===== config.mk =====
export PLATFORM = sky130hd
export DESIGN_NAME = fifo_wr_arbiter
export DESIGN_NICKNAME = d
export VERILOG_FILES = /design/src/rtl/fifo_arb_pkg.sv /design/src/rtl/fifo_wr_arbiter_rr_pick.sv /design/src/rtl/fifo_wr_arbiter.sv
export SDC_FILE = /design/constraint.sdc
export NUM_CORES = 1
export LEC_CHECK = 0
export CAP_MARGIN = 15
export CORE_MARGIN = 5
export CORE_UTILIZATION = 30
export DETAILED_ROUTE_END_ITERATION = 10
export PLACE_DENSITY = 0.6
export SLEW_MARGIN = 20
export SYNTH_ARGS = -nofsm -noshare
export SYNTH_HDL_FRONTEND = slang
export SYNTH_HIERARCHICAL = 1
export SYNTH_SLANG_ARGS = --single-unit

===== constraint.sdc =====
create_clock -name clk -period 6.5 [get_ports clk]
set_input_delay 1.3 -clock clk [delete_from_list [all_inputs] [get_ports clk]]
set_output_delay 1.3 -clock clk [all_outputs]
set_load 0.02 [all_outputs]

===== src/rtl/fifo_arb_pkg.sv =====
// Shared types for the FIFO write-side arbiter; the state enum is reused by
// any later read-side scheduler.
package fifo_arb_pkg;
  typedef enum logic {ARB_IDLE, ARB_BURST} arb_state_t;
endpackage


===== src/rtl/fifo_wr_arbiter_rr_pick.sv =====
// Round-robin pick: rotate req so the slot after 'last' sits at bit 0, then
// take the lowest set bit and map it back to an absolute index.
module rr_pick #(
  parameter  int N  = 4,
  localparam int IW = $clog2(N)
) (
  input  logic [N-1:0]  req,
  input  logic [IW-1:0] last,
  output logic [N-1:0]  pick,
  output logic [IW-1:0] idx
);
  logic [N-1:0] rot;
  logic         found;
  int           off, sum;

  always_comb begin
    rot   = N'({req, req} >> (int'(last) + 1));
    found = 1'b0;
    off   = 0;
    for (int j = N - 1; j >= 0; j--) begin
      if (rot[j]) begin
        found = 1'b1;
        off   = j;
      end
    end
    sum = int'(last) + 1 + off;
    if (sum >= N) sum = sum - N;
    idx  = found ? IW'(sum) : '0;
    pick = '0;
    for (int i = 0; i < N; i++) pick[i] = found && (IW'(i) == idx);
  end
endmodule


===== src/rtl/fifo_wr_arbiter.sv =====
// Shares one FIFO write port among N_REQ producers: round-robin grant with a
// burst lock held until req_last or MAX_BURST accepted beats.
module fifo_wr_arbiter
  import fifo_arb_pkg::*;
#(
  parameter  int N_REQ     = 4,
  parameter  int WIDTH     = 8,
  parameter  int MAX_BURST = 4,
  localparam int IW        = $clog2(N_REQ),
  localparam int CW        = $clog2(MAX_BURST) + 1
) (
  input  logic                   clk,
  input  logic                   rst,
  input  logic [N_REQ-1:0]       req,
  input  logic [N_REQ*WIDTH-1:0] req_data,
  input  logic [N_REQ-1:0]       req_last,
  output logic [N_REQ-1:0]       grant,
  output logic [WIDTH-1:0]       fifo_wdata,
  output logic                   fifo_wen,
  input  logic                   fifo_full,
  output logic [IW-1:0]          owner,
  output logic                   busy
);
  arb_state_t    state_q, state_d;
  logic [IW-1:0] owner_q, owner_d, last_owner_q, last_owner_d, pick_idx;
  logic [CW-1:0] beat_cnt_q, beat_cnt_d;
  logic [N_REQ-1:0] pick_oh;
  logic [WIDTH-1:0] sel_data;
  logic             sel_last;

  rr_pick #(.N(N_REQ)) u_pick (
    .req  (req),
    .last (last_owner_q),
    .pick (pick_oh),
    .idx  (pick_idx)
  );

  always_comb begin
    sel_data = '0;
    sel_last = 1'b0;
    grant    = '0;
    for (int i = 0; i < N_REQ; i++) begin
      if (owner_q == IW'(i)) begin
        sel_data = req_data[i*WIDTH +: WIDTH];
        sel_last = req_last[i];
      end
      // Gated by rst so an abandoned burst cannot slip a beat in the reset cycle
      grant[i] = (state_q == ARB_BURST) && !rst && !fifo_full &&
                 (owner_q == IW'(i)) && req[i];
    end
    fifo_wen   = |grant;
    fifo_wdata = fifo_wen ? sel_data : '0;
  end

  always_comb begin
    state_d      = state_q;
    owner_d      = owner_q;
    last_owner_d = last_owner_q;
    beat_cnt_d   = beat_cnt_q;
    case (state_q)
      ARB_IDLE: begin
        if (|pick_oh) begin
          owner_d    = pick_idx;
          beat_cnt_d = '0;
          state_d    = ARB_BURST;
        end
      end
      ARB_BURST: begin
        if (fifo_wen) begin
          beat_cnt_d = beat_cnt_q + 1'b1;
          if (sel_last || beat_cnt_q == CW'(MAX_BURST - 1)) begin
            last_owner_d = owner_q;
            state_d      = ARB_IDLE;
          end
        end
      end
      default: state_d = ARB_IDLE;
    endcase
  end

  always_ff @(posedge clk) begin
    if (rst) begin
      state_q      <= ARB_IDLE;
      owner_q      <= '0;
      last_owner_q <= IW'(N_REQ - 1);
      beat_cnt_q   <= '0;
    end else begin
      state_q      <= state_d;
      owner_q      <= owner_d;
      last_owner_q <= last_owner_d;
      beat_cnt_q   <= beat_cnt_d;
    end
  end

  assign owner = owner_q;
  assign busy  = (state_q == ARB_BURST);
endmodule


Word-level counts from Yosys, hierarchy flattened
Index checks and enable logic that the tools add are counted.
W data, S select, Z words.
{"block": "classes", "add_sub_neg": 4, "mul": 0, "div_mod_pow": 0, "magnitude_cmp": 1, "eq_ne": 9, "shift": 1, "mux": 26, "bitwise_logic": 1, "n_reduce_logical": 24}
{"cell": "$mux W8", "n": 5}
{"cell": "$ge A32 B4 Y1 const B", "n": 1}
{"cell": "$logic_and A1 B1 Y1", "n": 14}
{"cell": "$mux W2", "n": 6}
{"cell": "$mux W1", "n": 11}
{"cell": "$reduce_or A4 Y1", "n": 2}
{"cell": "$shr A8 B3 Y4", "n": 1}
{"cell": "$mux W3", "n": 2}
{"cell": "$pmux W3 S2", "n": 1}
{"cell": "$add A3 B2 Y4", "n": 1}
{"cell": "$eq A2 B2 Y1 const A", "n": 2}
{"cell": "$eq A2 B2 Y1 const B", "n": 2}
{"cell": "$logic_not A2 Y1", "n": 2}
{"cell": "$ne A2 B2 Y1 const B", "n": 2}
{"cell": "$reduce_and A2 Y1", "n": 2}
{"cell": "$add A2 B1 Y3 const B", "n": 1}
{"cell": "$add A3 B1 Y3 const B", "n": 1}
{"cell": "$eq A3 B2 Y1 const B", "n": 1}
{"cell": "$reduce_and A3 Y1", "n": 1}
{"cell": "$eq A1 B2 Y1 const A", "n": 1}
{"cell": "$eq A2 B1 Y1 const B", "n": 1}
{"cell": "$logic_not A1 Y1", "n": 2}
{"cell": "$pmux W1 S2", "n": 1}
{"cell": "$sub A2 B1 Y2 const B", "n": 1}
{"cell": "other kinds (2)", "n": 2}
{"block": "totals", "regBits": 8, "latchBits": 0, "ram_bits": 0, "mem_bits_ro": 0, "word_cells": 70, "mem_count": 0}

Depth between registers and ports, before layout
Gate-level depths: netlist of run 1.
{"block": "depth", "ltp_word": 15, "depth_mapped": 15, "ltp_nobuf": 13}

Hierarchy
Netlist of run 1, hierarchy kept.
{"mod": "fifo_wr_arbiter", "instances": 1, "cells_each": 77, "area_each_um2": 823.3}
{"mod": "rr_pick", "instances": 1, "cells_each": 41, "area_each_um2": 320.3}

Least setup slack after synthesis of run 1
OpenSTA, ideal clock, no wires.
{"block": "synth_path", "path_type": "input-to-output", "startpoint": "input rst", "endpoint": "output fifo_wdata[0]", "arrival_time_ns": 2.308, "required_time_ns": 5.200, "setup_slack_ns": 2.892, "stages": 6, "n_path_buf": 2, "cell_sequence": "buf_6 -> nor4b_4 -> a22oi_4 -> inv_4 -> buf_6 -> and2_1"}
{"block": "synth_via", "elab_chain_cells": 7, "word_cells_on_any_way": 13, "cone_classes": "1 x mux; 12 x reduce/logical"}
{"element": "from (decl)", "line": "fifo_wr_arbiter.sv:13", "rtl": "input logic rst,"}
{"element": "$logic_not A1 Y1 (*)", "line": "fifo_wr_arbiter.sv:48", "rtl": "grant[i] = (state_q == ARB_BURST) && !rst && !fifo_full &&"}
{"element": "$logic_and A1 B1 Y1 (*) (2 in series)", "line": "fifo_wr_arbiter.sv:48"}
{"element": "$logic_and A1 B1 Y1", "line": "fifo_wr_arbiter.sv:48"}
{"element": "$logic_and A1 B1 Y1", "line": "fifo_wr_arbiter.sv:49", "rtl": "(owner_q == IW'(i)) && req[i];"}
{"element": "$reduce_or A4 Y1 (*)", "line": "fifo_wr_arbiter.sv:51", "rtl": "fifo_wen = |grant;"}
{"element": "net fifo_wen", "line": "fifo_wr_arbiter.sv:19", "rtl": "output logic fifo_wen,"}
{"element": "$mux W8 (*)", "line": "fifo_wr_arbiter.sv:52", "rtl": "fifo_wdata = fifo_wen ? sel_data : '0;"}
{"element": "to (decl)", "line": "fifo_wr_arbiter.sv:18", "rtl": "output logic [WIDTH-1:0] fifo_wdata,"}
Mark *: on every way through the listed nets, which the timed path passes. The rest lies on a longest branch.

Final worst setup path of run 1
{"block": "layout_path", "startpoint": "input rst", "endpoint": "output fifo_wdata[3]"}
{"block": "layout_via", "elab_chain_cells": 7, "word_cells_on_any_way": 13, "cone_classes": "1 x mux; 12 x reduce/logical"}
{"element": "$logic_not A1 Y1 (*)", "line": "fifo_wr_arbiter.sv:48"}
{"element": "$logic_and A1 B1 Y1 (*) (2 in series)", "line": "fifo_wr_arbiter.sv:48"}
{"element": "$logic_and A1 B1 Y1", "line": "fifo_wr_arbiter.sv:48"}
{"element": "$logic_and A1 B1 Y1", "line": "fifo_wr_arbiter.sv:49"}
{"element": "$reduce_or A4 Y1 (*)", "line": "fifo_wr_arbiter.sv:51"}
{"element": "$mux W8 (*)", "line": "fifo_wr_arbiter.sv:52"}
Every way passes the cells marked *; elsewhere a longest branch is shown, timed or not.

==> run metrics, run 1 <==
GPL Wtd Cong=0.813; Vias=1089; Synth Area per Inst=9.69 um^2; Worst Hold Endpoint=beat_cnt_q[2]; pre-CTS setup slack=1.83 ns; share of layout cells above drive strength 1=0.141; GRT Resource Usage Total=0.132; EDFF count, synth=0; DRT antenna net count=0; Internal=0.182 mW; width of the chip=71.7 um; Synth top area share=0.140; Post-Layout Inst Area=1740 um^2; Post-Syn Area=1140 um^2; Routed WL per cell=14.6 um; unique cell type count in the Yosys netlist=45; sequential fraction of design power=0.271; GRT met3 Usage=0.0393; vias in the first global route=1164; Top Ports=59; CTS Root Cell=clkbuf_8; Max FO, Critical Path=13; class of the worst hold path=register to register; Fmax=214 MHz; Via density=5.00; Synthesis Warnings=6; cell leakage power=0.659 nW; r2r setup slk=3.57 ns; initial antenna violation count=0; CP dominant cell by count=clkdlybuf4s50_1; Arr. time, crit path=3.37 ns; die area=5150 um^2; n_diodes=0; fill count=371; Hold Crit Start=beat_cnt_q[2]; fraction of registers with async set/reset=0; Final Critical Period=4.67 ns; RSZ-0062 raised after global routing=no; CP max stage delay=0.72 ns; Req. time, crit path=5.20 ns; Relative slew margins=0.471; DRC viols=0; TritonCTS clock tree=yes; Top FF cell, synth=dfxtp_1; busiest layer in global routing=met2; Critical Path, Cell by Cell=clkdlybuf4s50_1 -> and4bb_2 -> a22oi_4 -> inv_4 -> and2_1 -> clkdlybuf4s50_1; Hold Crit Depth=2; Post-Synthesis Net Count=164; Core ar.=3690 um^2; grt met1 use=0.167; FF+latch count, synth=8; status=complete, no violations; Initial DRT Pass Iterations=4; most common cell in the synthesized netlist=nand2_1; clock share of power=0.208; grt met2 use=0.228; area leader, netlist=dfxtp_1; Tcrit/Tclk final=0.719; Comb power frac=0.522; Max H-tree Level=1; clock sink total=8; Clock Skews=0.00148 ns; largest net degree at the start of global routing=20; Post-synth top cells=nand2_1, and2_1, dfxtp_1, mux2i_1, nor2_1; setup bufs post-CTS=0; Hold Buf Count CTS=0; Port Buffer Count=58; Psw=0.0952 mW; Pwr Density=159 nW/um^2; PostCTS Resize Cnt=0; Die H=71.7 um; fin nets=218; GR Overflow Total=0; DP HPWL=2610 um; clock latency at the later pin of the worst-skew pair=0.22 ns; reg-to-reg startpoint=last_owner_q[1]; Final Util=0.471; CTS Buf Count=3; switch share=0.344; Final TNS setup=0 ns; Layout area overhead=51.9%; top area cells in the synthesized netlist=dfxtp_1, mux4_2, mux2i_1; Final Setup Violations=0; Syn Inst Count=118; Slew @ Worst Pin=0.793 ns; Pins Over Slew Limit=0; Worst R2R End=owner[1]; reg2reg path depth=12; final WL=3180 um; DRT iter0 DRCs=10; FP Rows=22; slack of the critical path=1.83 ns; final hold vios=0; global-route wire length before repair=5490 um; clock-pin slew on the worst setup and hold paths=0.04 ns; crit path launch type=input port; CP max stage cell=clkdlybuf4s50_1; dpl cell area=1700 um^2; Crit Path Category=input port to output pin; sequential share of the synthesized area=0.140; Max VDD drop=0.117 mV; Clock Tree Buf Depth=2; max cap viols=0; Worst setup EP type=output pin; Starting Density=0.310
-- layout make-up --
type | instances | area, um^2 | share of cell area
Sequential cell | 8 | 160 | 0.0922
Clock buffer | 3 | 41.3 | 0.0238
Timing Repair Buffer | 58 | 581 | 0.334
Multi-Input combinational cell | 96 | 873 | 0.503
Tap cell | 48 | 60.1 | 0.0346
Inverter | 5 | 21.3 | 0.0122
-- layer usage --
metal	vias to the layer above	wire [um]
met1	494	1410
met4	0	0
met3	0	244
li1	551	-
met2	44	1520
met5	-	0
-- per-stage QoR --
step                total power [mW]  hold WS [ns]  std cells
floorplan                      0.175         0.446        118
global placement               0.220         0.468        215
detailed placement             0.221         0.468        215
CTS                            0.282         0.475        218
global route                   0.300         0.522        218
finish                         0.277         0.482        218
-- critical path: cells and delay by family --
| kind | cells | cell delay [ns] |
|---|---|---|
| buf+inv | 3 | 1.34 |
| simple gates | 2 | 0.48 |
| compound gates | 1 | 0.24 |
-- cells by family (layout without fill, tap and decap cells) --
logic type,after synthesis,in the layout,share of synthesized area
and+or+nand+nor,52,52,0.283
DFF,8,8,0.140
adders and majority gates,3,3,0.0328
AOI/OAI and AO/OA,19,19,0.151
buffers and inverters,14,66,0.0963
xor gates and xnor gates,3,3,0.0230
muxes,19,19,0.274
-- how the worst max path moves through the flow --
stage	startpoint	cells after the start	end
floorplan	rst	6	fifo_wdata[0]
global placement	rst	6	fifo_wdata[4]
detailed placement	rst	6	fifo_wdata[3]
CTS	rst	6	fifo_wdata[3]
global route	rst	6	fifo_wdata[5]
finish	rst	6	fifo_wdata[3]
-- cell usage in the layout (no fill, tap or decap), types with 2 or more instances in the layout --
cell / n
a21oi_1: 5
and2_1: 8
and3_1: 2
and3b_1: 2
clkbuf_8: 3
clkdlybuf4s50_1: 58
dfxtp_1: 8
ha_1: 3
inv_1: 4
mux2_4: 2
mux2i_1: 8
mux4_1: 3
mux4_2: 5
nand2_1: 9
nand2b_1: 3
nand3_1: 3
nand3b_1: 3
nor2_1: 8
nor3b_1: 2
nor4_1: 2
o21ai_0: 4
xnor2_1: 3
-- state kept, by name, indices dropped and copies added, names as in the netlist --
| name | cells |
|---|---|
| beat_cnt_q | 3 |
| busy | 1 |
| owner | 2 |
| last_owner_q | 2 |
-- power by group through the flow --
stage / clock [mW] / combinational (mW) / sequential (mW)
finish: 0.0575 / 0.144 / 0.0750
global route: 0.0650 / 0.157 / 0.0782
CTS: 0.0602 / 0.146 / 0.0760
detailed placement: 0 / 0.145 / 0.0761
global placement: 0 / 0.143 / 0.0764
floorplan: 0 / 0.111 / 0.0639
No activity file was read; power rests on OpenSTA's default activity.
==> inputs of run 2 (changes only) <==
Clock period 6.5 ns to 4.9 ns, I/O delays scaled along.
==> run 2 against run 1 <==
Effect of this change: register-to-register slack got worse by 1.6 ns; hold slack got worse by 0.0016 ns; first-iteration DRC count rose to 4.0 times the previous value; cell count did not move; core utilization did not move; global-route usage rose by 0.12 points; critical path depth did not move; non-clock buffer count did not move; critical path type unchanged; critical endpoint is now fifo_wdata[0]; largest cell class unchanged.
==> run metrics, run 2 (same netlist as run 1, synthesis figures left out) <==
status=complete, no violations; CTS Buf Count=3; Hold Crit Depth=2; final hold vios=0; DRC viols=0; Hold Crit Start=beat_cnt_q[1]; Starting Density=0.310; max cap viols=0; initial antenna violation count=0; reg-to-reg startpoint=last_owner_q[1]; Port Buffer Count=58; DRT iter0 DRCs=40; Crit Path Category=input port to output pin; Top Ports=59; Req. time, crit path=3.92 ns; Fmax=243 MHz; Relative slew margins=0.461; Pwr Density=215 nW/um^2; Routed WL per cell=15.3 um; Largest Register=beat_cnt_q; Worst Hold Endpoint=beat_cnt_q[1]; die area=5150 um^2; TritonCTS clock tree=yes; Final Setup Violations=0; DP HPWL=2630 um; Clock Skews=0.0125 ns; Arr. time, crit path=3.14 ns; r2r setup slk=1.95 ns; largest net degree at the start of global routing=20; Layout area overhead=51.9%; Max VDD drop=0.118 mV; Via density=5.13; CTS Root Cell=clkbuf_8; GR Overflow Total=0; global-route wire length before repair=5510 um; class of the worst hold path=register to register; cell leakage power=0.659 nW; Final Critical Period=4.12 ns; RSZ-0062 raised after global routing=no; Max H-tree Level=1; Vias=1119; fin nets=218; most common cell after layout, fill and taps aside=clkdlybuf4s50_1; Worst setup EP type=output pin; Hold Buf Count CTS=0; Initial DRT Pass Iterations=4; final hold slack=0.481 ns; vias in the first global route=1162; setup bufs post-CTS=0; DRT antenna net count=0; Slew @ Worst Pin=0.807 ns; crit path launch type=input port; share of layout cells above drive strength 1=0.141; GPL Wtd Cong=0.799; Max FO, Critical Path=13; Final TNS setup=0 ns; Clock Tree Buf Depth=2; reg2reg path depth=13; GRT Resource Usage Total=0.133; Core ar.=3690 um^2; FP Rows=22; Worst R2R End=owner[1]; clock latency at the later pin of the worst-skew pair=0.23 ns; Pins Over Slew Limit=0; Die H=71.7 um; commonest cells after routing, fill and taps aside=clkdlybuf4s50_1, nand2_1; clock sink total=8; width of the chip=71.7 um; Tcrit/Tclk final=0.840; total power=0.373 mW; max reg flops=3; PostCTS Resize Cnt=0; clock-pin slew on the worst setup and hold paths=0.04 ns; pre-CTS setup slack=0.763 ns; n_diodes=0; final WL=3330 um; slack of the critical path=0.784 ns
==> run 2: cell counts in the layout (fill, tap and decap cells not counted) <==
Identical to the previous run, type by type.
==> run 2: worst max-delay path by stage <==
stage,start,to,slack [ns]
2_1_floorplan,req[1],owner[1],1.68
3_3_place_gp,rst,fifo_wdata[1],0.82
3_5_place_dp,rst,fifo_wdata[0],0.76
4_1_cts,rst,fifo_wdata[0],0.77
5_1_grt,rst,fifo_wdata[0],0.65
6_report,rst,fifo_wdata[0],0.78
==> run 2: per-layer routing <==
| layer | up-vias | GRT usage | wire, um |
|---|---|---|---|
| li1 | 546 | - | - |
| met1 | 518 | 0.167 | 1450 |
| met2 | 51 | 0.223 | 1580 |
| met3 | 4 | 0.0351 | 264 |
| met4 | 0 | 0.0376 | 32 |
| met5 | - | 0 | 0 |
==> run 2: critical path: stages <==
cell and delay, ns:
clkdlybuf4s50_1 0.64, nor4b_4 0.51, a22oi_4 0.12, inv_4 0.13, and2_1 0.14, clkdlybuf4s50_1 0.60
==> run 2: area by class of cell <==
type | count | area (um^2)
Clock buffer | 3 | 41.3
Fill cell | 343 | 1950
Inverter | 5 | 21.3
Multi-Input combinational cell | 96 | 873
Sequential cell | 8 | 160
Tap cell | 48 | 60.1
Timing Repair Buffer | 58 | 581
==> run 2: report_power, final <==
group | switching [mW] | leakage (nW) | internal (mW)
logic | 0.0757 | 0.572 | 0.116
clock network | 0.0277 | 0.0216 | 0.0534
registers | 0.0277 | 0.0653 | 0.0724
==> run 2: through the flow <==
stage	utilization	std cells	cell area (um^2)
after floorplan	-	118	1140
after global placement	0.460	215	1700
after detailed placement	0.460	215	1700
after CTS	0.471	218	1740
after global routing	0.471	218	1740
final	0.471	218	1740
==> inputs of run 3 (changes only) <==
Clock period 4.9 ns to 4.1 ns, I/O delays scaled along.
==> run 3 against run 2 <==
Effect of this change: sequential power up 11%; sequential share of layout area decreased by 0.12 points; non-clock buffer count up 3; total power up 19%; clock-buffer cell count unchanged; core utilization grew 0.61 points; largest power group unchanged; flip-flop and latch count unchanged; first-iteration DRC count decreased by 28%; wire length down 2.7%; cell count is 1.4% higher; setup slack got worse by 0.30 ns.
==> run metrics, run 3 (same netlist as run 1, synthesis figures left out) <==
DRT antenna net count=0; Critical Path, Cell by Cell=clkdlybuf4s50_1 -> mux2_4 -> a22oi_4 -> inv_4 -> and2_1 -> clkdlybuf4s50_1; Top Ports=59; n_diodes=0; Tcrit/Tclk final=0.882; Pwr Density=252 nW/um^2; reg2reg path depth=13; width of the chip=71.7 um; Crit Path Category=input port to output pin; largest net degree at the start of global routing=17; footprint of the multi-input gates=873 um^2; status=complete, no violations; Max H-tree Level=1; Final Critical Period=3.62 ns; Fmax=276 MHz; GR Overflow Total=0; DRT iter0 DRCs=29; clock-pin slew on the worst setup and hold paths=0.04 ns; FP Rows=22; PostCTS Resize Cnt=0; Core ar.=3690 um^2; Port Buffer Count=58; DP HPWL=2670 um; Pins Over Slew Limit=0; share of layout cells above drive strength 1=0.156; CP max stage delay=0.58 ns; Routed WL per cell=14.7 um; Arr. time, crit path=2.80 ns; initial antenna violation count=0; Vias=1116; fill count=370; Relative slew margins=0.478; Slew @ Worst Pin=0.782 ns; setup bufs post-CTS=0; Layout area overhead=53.8%; Max VDD drop=0.106 mV; Hold Crit Depth=2; Via density=5.05; vias in the first global route=1115; Clock Tree Buf Depth=2; Largest Register=beat_cnt_q; Hold Buf Count CTS=0; crit path launch type=input port; final hold slack=0.488 ns; DRC viols=0; RSZ-0062 raised after global routing=no; Final TNS setup=0 ns; Final Setup Violations=0; Max FO, Critical Path=13; clock sink total=8; GPL Wtd Cong=0.828; max cap viols=0; TritonCTS clock tree=yes; Starting Density=0.310; max reg flops=3; global-route wire length before repair=5180 um; final hold vios=0; Req. time, crit path=3.28 ns; Die H=71.7 um; most common cell after layout, fill and taps aside=clkdlybuf4s50_1; CP dominant cell by count=clkdlybuf4s50_1; GRT Resource Usage Total=0.127; class of the worst hold path=register to register; pre-CTS setup slack=0.266 ns; die area=5150 um^2; slack of the critical path=0.483 ns; clock latency at the later pin of the worst-skew pair=0.23 ns; final WL=3240 um; Clock Skews=0.00210 ns; Reg area=160 um^2; cell leakage power=0.674 nW; commonest cells after routing, fill and taps aside=clkdlybuf4s50_1, nand2_1; CP max stage cell=clkdlybuf4s50_1; fin nets=221; Initial DRT Pass Iterations=4; CTS Buf Count=3; Worst setup EP type=output pin; total power=0.443 mW; CTS Root Cell=clkbuf_8
run 3: changes by cell type in the layout (fill, tap and decap cells not counted), sizes merged:
cell	change
buf	+3
run 3: path summary, 6_finish.rpt:
check	from	endpoint	slack (ns)
worst min-delay path	beat_cnt_q[1]	beat_cnt_q[1]	0.49
worst max-delay path	req[3]	fifo_wdata[2]	0.48
worst min register to register	beat_cnt_q[1]	beat_cnt_q[1]	0.49
worst max register to register	last_owner_q[1]	owner[1]	1.23
run 3: where the power goes:
part / total, mW / switching (mW) / internal, mW
clock: 0.0924 / 0.0290 / 0.0634
sequential: 0.111 / 0.0242 / 0.0867
combinational: 0.239 / 0.0984 / 0.141
run 3: metrics by stage:
step / utilization / instance area (um^2) / cells
floorplan: - / 1140 / 118
global placement: 0.466 / 1720 / 218
detailed placement: 0.466 / 1720 / 218
CTS: 0.477 / 1760 / 221
global route: 0.477 / 1760 / 221
finish: 0.477 / 1760 / 221
run 3: metal layers:
layer,routed length (um),global-route usage,up-vias,share of wire
li1,-,-,549,-
met1,1400,0.151,520,0.43
met2,1580,0.220,43,0.49
met3,224,0.0323,4,0.069
met4,34,0.0438,0,0.011
met5,0,0,-,0
run 3: layout make-up:
cell class	instances	share of cell area
inverter	5	0.0121
clock buffer	3	0.0235
multi-input combinational	96	0.496
tap	48	0.0341
sequential	8	0.0910
timing repair buffer	61	0.343
run 3: critical path: cells and delay by family:
kind	cells	cell delay, ns
AO/OA/AOI/OAI	1	0.25
buffers and inverters	3	1.21
AND/OR/NAND/NOR	1	0.15
multiplexers	1	0.36
